<file path="config.mk">
export PLATFORM = sky130hd
export DESIGN_NAME = act_window_regfile
export DESIGN_NICKNAME = d
export VERILOG_FILES = /design/src/rtl/act_window_regfile.sv
export SDC_FILE = /design/constraint.sdc
export NUM_CORES = 1
export LEC_CHECK = 0
export BUFFER_PORTS_ARGS = -buffer_cell sky130_fd_sc_hd__buf_2
export CORE_MARGIN = 10
export CORE_UTILIZATION = 52
export DETAILED_ROUTE_END_ITERATION = 10
export PLACE_DENSITY = 0.78
export SLEW_MARGIN = 10
export SYNTH_ARGS = -nofsm -noshare
export SYNTH_HDL_FRONTEND = slang
export SYNTH_SLANG_ARGS = --single-unit
</file>
<file path="constraint.sdc">
create_clock -name clk -period 1.5 [get_ports clk]
set_clock_uncertainty 0.05 [all_clocks]
set_input_delay 0.3 -clock clk [delete_from_list [all_inputs] [get_ports clk]]
set_output_delay 0.3 -clock clk [all_outputs]
set_load 0.1 [all_outputs]
</file>
<file path="src/rtl/act_window_regfile.sv">
// 3x3 activation window register file. Takes one column per load from banks A/B/C,
// selected per row by codes that are delayed one cycle to line up with the BRAM read data.
module act_window_regfile #(
  parameter int unsigned DATA_W  = 8,
  parameter int unsigned ROW_LEN = 16
) (
  input  logic                       clk,
  input  logic                       rst_n,
  input  logic                       act_load,
  input  logic [1:0]                 sel_row0,
  input  logic [1:0]                 sel_row1,
  input  logic [1:0]                 sel_row2,
  input  logic [DATA_W-1:0]          mem_dout_A,
  input  logic [DATA_W-1:0]          mem_dout_B,
  input  logic [DATA_W-1:0]          mem_dout_C,
  input  logic                       flush,
  output logic [9*DATA_W-1:0]        window_out,
  output logic                       window_valid,
  output logic                       row_done,
  output logic [$clog2(ROW_LEN)-1:0] col_cnt_out,
  output logic                       sel_err
);

  localparam int unsigned CntW = $clog2(ROW_LEN);

  localparam logic [1:0] SelZero = 2'd0;
  localparam logic [1:0] SelA    = 2'd1;
  localparam logic [1:0] SelB    = 2'd2;
  localparam logic [1:0] SelC    = 2'd3;

  // Stage 1: load strobe and codes delayed to match the read latency.
  logic            load_dly_q, load_dly_d;
  // Index 2 holds row 0's code, index 0 holds row 2's code.
  logic [2:0][1:0] sel_dly_q, sel_dly_d;

  // Window element (r,c) lives at index 3*r+c; c=0 is the oldest column.
  logic [8:0][DATA_W-1:0] win_q, win_d;
  logic [CntW-1:0]        cnt_q, cnt_d;
  logic                   valid_q, valid_d;
  logic                   row_done_q, row_done_d;
  logic                   err_q, err_d;

  logic [2:0][DATA_W-1:0] col;
  logic                   dup_sel;

  // Column steering from the delayed codes; ZERO forces padding regardless of bank data.
  always_comb begin
    col = '0;
    for (int r = 0; r < 3; r++) begin
      unique case (sel_dly_q[2-r])
        SelZero: col[r] = '0;
        SelA:    col[r] = mem_dout_A;
        SelB:    col[r] = mem_dout_B;
        SelC:    col[r] = mem_dout_C;
        default: col[r] = '0;
      endcase
    end
  end

  // Two rows pulling from the same bank in one load is a controller bug; ZERO may repeat.
  always_comb begin
    dup_sel = ((sel_row0 != SelZero) && ((sel_row0 == sel_row1) || (sel_row0 == sel_row2))) ||
              ((sel_row1 != SelZero) && (sel_row1 == sel_row2));
  end

  // Next-state: shift on a delayed load, count columns, flush overrides everything but sel_err.
  always_comb begin
    load_dly_d = act_load;
    sel_dly_d  = {sel_row0, sel_row1, sel_row2};
    win_d      = win_q;
    cnt_d      = cnt_q;
    valid_d    = 1'b0;
    row_done_d = 1'b0;
    err_d      = err_q | (act_load & dup_sel);

    if (load_dly_q) begin
      for (int r = 0; r < 3; r++) begin
        win_d[3*r]   = win_q[3*r+1];
        win_d[3*r+1] = win_q[3*r+2];
        win_d[3*r+2] = col[r];
      end
      cnt_d      = (cnt_q == CntW'(ROW_LEN - 1)) ? '0 : cnt_q + CntW'(1);
      // Two earlier columns of this pass must already be in place.
      valid_d    = (cnt_q >= CntW'(2));
      row_done_d = (cnt_q == CntW'(ROW_LEN - 1));
    end

    if (flush) begin
      load_dly_d = 1'b0;
      sel_dly_d  = '0;
      win_d      = '0;
      cnt_d      = '0;
      valid_d    = 1'b0;
      row_done_d = 1'b0;
    end
  end

  // State registers with asynchronous active-low reset.
  always_ff @(posedge clk or negedge rst_n) begin
    if (!rst_n) begin
      load_dly_q <= 1'b0;
      sel_dly_q  <= '0;
      win_q      <= '0;
      cnt_q      <= '0;
      valid_q    <= 1'b0;
      row_done_q <= 1'b0;
      err_q      <= 1'b0;
    end else begin
      load_dly_q <= load_dly_d;
      sel_dly_q  <= sel_dly_d;
      win_q      <= win_d;
      cnt_q      <= cnt_d;
      valid_q    <= valid_d;
      row_done_q <= row_done_d;
      err_q      <= err_d;
    end
  end

  assign window_out   = win_q;
  assign window_valid = valid_q;
  assign row_done     = row_done_q;
  assign col_cnt_out  = cnt_q;
  assign sel_err      = err_q;

endmodule

</file>
==> impl_metrics.ini, run 1 <==
[global_route]
grt_max_degree = 53
grt.total_usage = 0.1757
antenna_found_initial = 0
grt_pass1_vias = 3125
overflow = 0
grt_pass1_wl_microns = 16390

[clock_tree]
clock_path_buffers = 2
cts-htree-levels = 3
cts_made_buffers = 9
cts_root_buffer = clkbuf_8
cts_tree = yes
clock_sinks = 86
path_clk_slew_ns = 0.08
clk_latency_ns = 0.36

[floorplan]
fp-row-count = 31
start_util = 0.5397
dieArea_sq_um = 11500
io_pins = 113
fp.dieH_microns = 107.2
core_area_sq_um = 7331
die_x_microns = 107.2

[yosys]
yosysTopAreaCellShare = 0.5440
synthMuxAreaShare = 0.1948
synth_compound_area_frac = 0.1059
synth_top_area_cell = dfrtp_1
synth_most_common_cell = dfrtp_1
synth.distinct_cells = 34
synth_common_cells = dfrtp_1 (86), nor2_1 (62), mux2i_1 (50)
synth_ff_type = dfrtp_1
synthAdderAreaFrac = 0.006325
ys_top_cells_by_area = dfrtp_1 (54%), mux2i_1 (13%), nor2_1 (5.9%)
ys_ff_latch = 86
netlist_area_sq_um = 3956
synth-seq-area-share = 0.5440
syn_inst = 353
synth_top_family_by_area = multiplexers
synth_edf_count = 0
yosys.area_share.simple = 0.1063
synth_xor_area_frac = 0.004428
ys_warn_count = 0
syn_nets = 389
async_flop_share = 1.000
syn_area_per_cell_sq_um = 11.21

[cells_and_area]
final_layout_size_suffix_gt1_frac = 0.3412
final_cells = 568
syn2layout_area_growth_pct = 31.37
n_antenna_cell = 0
final_nets = 500
stdcell_area_sq_um = 5197
final_util = 0.7090
nFillCells = 548
seq_area_sq_um = 2163
multi_input_area_sq_um = 1653

[route]
routed_wl_microns = 10220
first_pass_iters = 4
final_antenna_net_count = 0
drt_iter0_drc = 145
via_per_inst = 5.474
wl_per_cell_microns = 18.00
routed-via-count = 3109
drc = 0

[critical_path]
cp_slowest_cell = buf_2
critPathArrivalTime_ns = 1.13
path_class = reg -> out
worst_r2r_path_depth = 3
path_max_fanout = 2
cp_data_required_time_ns = 1.15
reg2reg_slack_ns = 0.08
slowest_delay_ns = 0.43
crit_family = buffers and inverters
path_buf_inv = 1
cp_cell_sequence = buf_2
r2r-end = window_out[18]
setup.worst_path.start = sel_err
rr_startpoint = load_dly_q
cp-end-kind = output pin
cp-start-kind = flop

[sta]
setup_ws_ns = 0.02412
period_needed_ns = 1.476
period_share = 0.9839
setup_viol = 0
rsz0062_at_grt = no
tns_ns = 0
fmax_ghz = 0.6776
tightest_slew_ns = 0.6067
hold_viol_final = 0
slew_violations = 0
hold_slack_ns = 0.1482
slew_headroom = 0.5928

[power_and_ir_drop]
power.share.combinational = 0.162
ir_worst_vdd_v = 0.0005518
clkPwrFrac = 0.342
powerDensity_nw_per_um2 = 943.9
switching_share = 0.2954
p_leak_nw = 2.479
p_sw_mw = 1.449
p_int_mw = 3.457
power_frac_seq = 0.496
finalPower_mw = 4.906

[hold_path]
holdPathStages = 2
whs_endpoint = load_dly_q
holdCritStartpoint = act_load
hold_path.class = in -> reg

[place]
port_buffers = 112
gp_congestion = 0.9331
placed_cell_area_sq_um = 4812
place_inst = 551
post-place-ws_ns = 0.05675
hpwl_microns = 7729

[outcome]
outcome = completed

[job]
drv_cap = 0
[power by group through the flow]
| stage | clock network [mW] | registers, mW | logic [mW] |
|---|---|---|---|
| 2_1_floorplan | 0 | 2.69 | 0.288 |
| 3_3_place_gp | 0 | 2.47 | 0.776 |
| 3_5_place_dp | 0 | 2.48 | 0.786 |
| 4_1_cts | 1.69 | 2.43 | 0.803 |
| 5_1_grt | 1.80 | 2.44 | 0.847 |
| 6_report | 1.68 | 2.43 | 0.797 |
[what timing repair did]
| item | 4_1_cts | 5_1_grt |
|---|---|---|
| hold buffers | 1 | 0 |
| hold endpoints to repair | 86 | 0 |
| setup endpoints to repair | 51 | 25 |
| setup buffers | 0 | 0 |
| gates resized for setup | 51 | 18 |
[area by class of cell]
class | instances | area share
flip-flops and latches | 86 | 0.4162
multi-input cells | 237 | 0.3180
repair buffers | 126 | 0.1993
clock buffers | 10 | 0.02648
well taps | 99 | 0.02383
clock inverters | 6 | 0.01324
inverters | 4 | 0.002889
[cells in the final DEF (no fill, tap or decap), types with 14 or more instances in the layout]
cell type  synthesis  final
clkbuf_4           0     15
buf_4              4     61
mux2_1            16     16
nand2_1           19     19
a22oi_1           25     25
nor2_1            62     62
buf_2             13     35
o21ai_1           17     17
dfrtp_1           86     79
buf_12             0     14
mux2i_1           50     50
[how the worst max path moves through the flow]
stage,slack (ns),endpoint,cells past startpoint
floorplan,-0.02,window_valid,3
global placement,0.06,window_out[47],3
detailed placement,0.06,window_out[47],3
CTS,0.0005,window_out[30],1
global route,0.001,sel_err,1
finish,0.02,sel_err,1
[routing by layer]
| layer | global-route usage | vias to the layer above | share of wire | wire [microns] |
|---|---|---|---|---|
| met1 | 0.2198 | 1526 | 0.43 | 4422 |
| met5 | 0 | - | 0 | 0 |
| met3 | 0.05629 | 16 | 0.078 | 794 |
| met4 | 0.06093 | 0 | 0.016 | 161 |
| met2 | 0.2797 | 105 | 0.47 | 4844 |
| li1 | - | 1462 | - | - |
[state kept, by name, summed over array words and instances (netlist names)]
signal,flops
window_out,72
sel_dly_q,6
col_cnt_out,4
load_dly_q,1
row_done,1
sel_err,1
window_valid,1
[kinds of logic (layout without fill, tap and decap cells)]
family / after synthesis / in the layout
AO/OA/AOI/OAI: 62 / 62
XOR/XNOR: 2 / 2
adder cells (fa/ha/maj): 2 / 2
buffers and inverters: 30 / 146
flip-flops: 86 / 86
multiplexers: 74 / 74
AND/OR/NAND/NOR: 97 / 97
Power figures use the tool's default switching activity.
==> run 2, diff against run 1 <==
Settings changed: BUFFER_PORTS_ARGS -buffer_cell sky130_fd_sc_hd__buf_2 to -buffer_cell sky130_fd_sc_hd__buf_4.
==> run 2 against run 1 <==
  * Worst setup slack improved by 0.026 ns
  * Total power up 2.3%
  * Sequential cell count did not move
  * Cell count increased by 1.2%
  * Sequential power is essentially flat
  * Core utilization grew 0.56 points
  * Sequential share of layout area shrank 0.33 points
  * Cell area is 0.79% higher
  * Count of clock-buffer cells in the layout rose by 1
  * Global-route usage rose by 0.64 points
  * Via count decreased by 0.45%
  * Critical path depth increased by 3
==> impl_metrics.ini, run 2 (same netlist as run 1, synthesis figures left out) <==
[outcome]
outcome = completed

[sta]
hold_viol_final = 0
setup_ws_ns = 0.05023
slew_headroom = 0.6140
slew_violations = 0
period_needed_ns = 1.450
tightest_slew_ns = 0.5751
setup_viol = 0
fmax_ghz = 0.6898
hold_slack_ns = 0.1517
rsz0062_at_grt = no
period_share = 0.9665

[place]
gp_congestion = 0.8910
post-place-ws_ns = 0.003847
place_inst = 558
port_buffers = 112
hpwl_microns = 7988

[clock_tree]
cts_tree = yes
postCtsSetupRepairBufs = 0
clk_latency_ns = 0.35
cts_made_buffers = 9
cts_root_buffer = clkbuf_8
path_clk_slew_ns = 0.08
clock_sinks = 86
clock_path_buffers = 2
cts-htree-levels = 3

[route]
drt_iter0_drc = 184
wl_per_cell_microns = 18.03
via_per_inst = 5.383
final_antenna_net_count = 0
drc = 0
routed_wl_microns = 10370
routed-via-count = 3095
first_pass_iters = 4

[power_and_ir_drop]
powerDensity_nw_per_um2 = 957.5
ir_worst_vdd_v = 0.0004879
p_leak_nw = 2.532

[cells_and_area]
final_layout_size_suffix_gt1_frac = 0.3571
final_nets = 507
n_antenna_cell = 0
final_cells = 575
final_common_cell = buf_4
syn2layout_area_growth_pct = 32.42
final_cell_mix = buf_4 (128), dfrtp_1 (79), nor2_1 (62)
largest_reg_flops = 72

[floorplan]
dieArea_sq_um = 11500
io_pins = 113
fp-row-count = 31
core_area_sq_um = 7331
start_util = 0.5397
die_x_microns = 107.2
fp.dieH_microns = 107.2

[critical_path]
cp_data_required_time_ns = 1.66
cp-end-kind = flop
critPathArrivalTime_ns = 1.61
cp-start-kind = flop
path_class = reg -> reg
path_max_fanout = 7

[global_route]
antenna_found_initial = 0
grt_pass1_wl_microns = 16770
overflow = 0
grt_max_degree = 50
grt.total_usage = 0.1821
grt_pass1_vias = 3179

[hold_path]
hold_path.class = in -> reg

[job]
drv_cap = 0
==> run 2: layer usage <==
metal | GRT usage | share of wire | vias up
met1 | 0.2320 | 0.43 | 1519
met3 | 0.06886 | 0.088 | 7
met5 | 0 | 0 | -
met4 | 0.04062 | 0.0063 | 0
met2 | 0.2875 | 0.48 | 98
li1 | - | - | 1471
==> run 2: through the flow <==
| step | power, mW | instance area, sq um | setup TNS, ns | util |
|---|---|---|---|---|
| final | 5.016 | 5239 | 0 | 0.7146 |
| after global routing | 5.221 | 5239 | 0 | 0.7146 |
| after CTS | 5.067 | 5215 | 0 | 0.7114 |
| after detailed placement | 3.285 | 4980 | 0 | 0.6793 |
| after global placement | 3.275 | 4980 | 0 | 0.6793 |
| after floorplan | 2.982 | 3960 | -0.01555 | - |
==> run 2: critical path: stages, from the launching register on <==
cell     delay [ns]
dfrtp_2        0.47
buf_4          0.18
mux2_1         0.31
a22oi_1        0.22
o21ai_1        0.09
==> run 2: power by group <==
group | internal [mW] | switching, mW
Combinational | 0.278 | 0.546
Clock | 0.987 | 0.788
Sequential | 2.36 | 0.0539
Total | 3.63 | 1.39
==> run 2: worst paths after layout <==
check                      slack [ns]  cells past startpoint    startpoint             end
setup / recovery                 0.05                      4  sel_dly_q[3]  window_out[45]
hold / removal                   0.15                      2      act_load      load_dly_q
setup reg to reg                 0.05                      4  sel_dly_q[3]  window_out[45]
hold reg to reg                  0.44                      1       sel_err         sel_err
max in group asynchronous        0.59                      3         rst_n  window_out[25]
min in group asynchronous        0.33                      2         rst_n  window_out[38]
==> run 2: area by class of cell <==
| cell class | instances | area, sq um |
|---|---|---|
| Multi-Input combinational cell | 237 | 1670 |
| Inverter | 4 | 15.01 |
| Sequential cell | 86 | 2163 |
| Clock buffer | 11 | 141.4 |
| Clock inverter | 5 | 82.58 |
| Tap cell | 99 | 123.9 |
| Timing Repair Buffer | 133 | 1042 |
| Fill cell | 549 | 2092 |
==> run 2: repair_timing <==
item	in CTS	in global routing
resized for setup	1	8
setup endpoints to repair	2	17
endpoints found under the hold margin	17	0
hold buffers	1	0
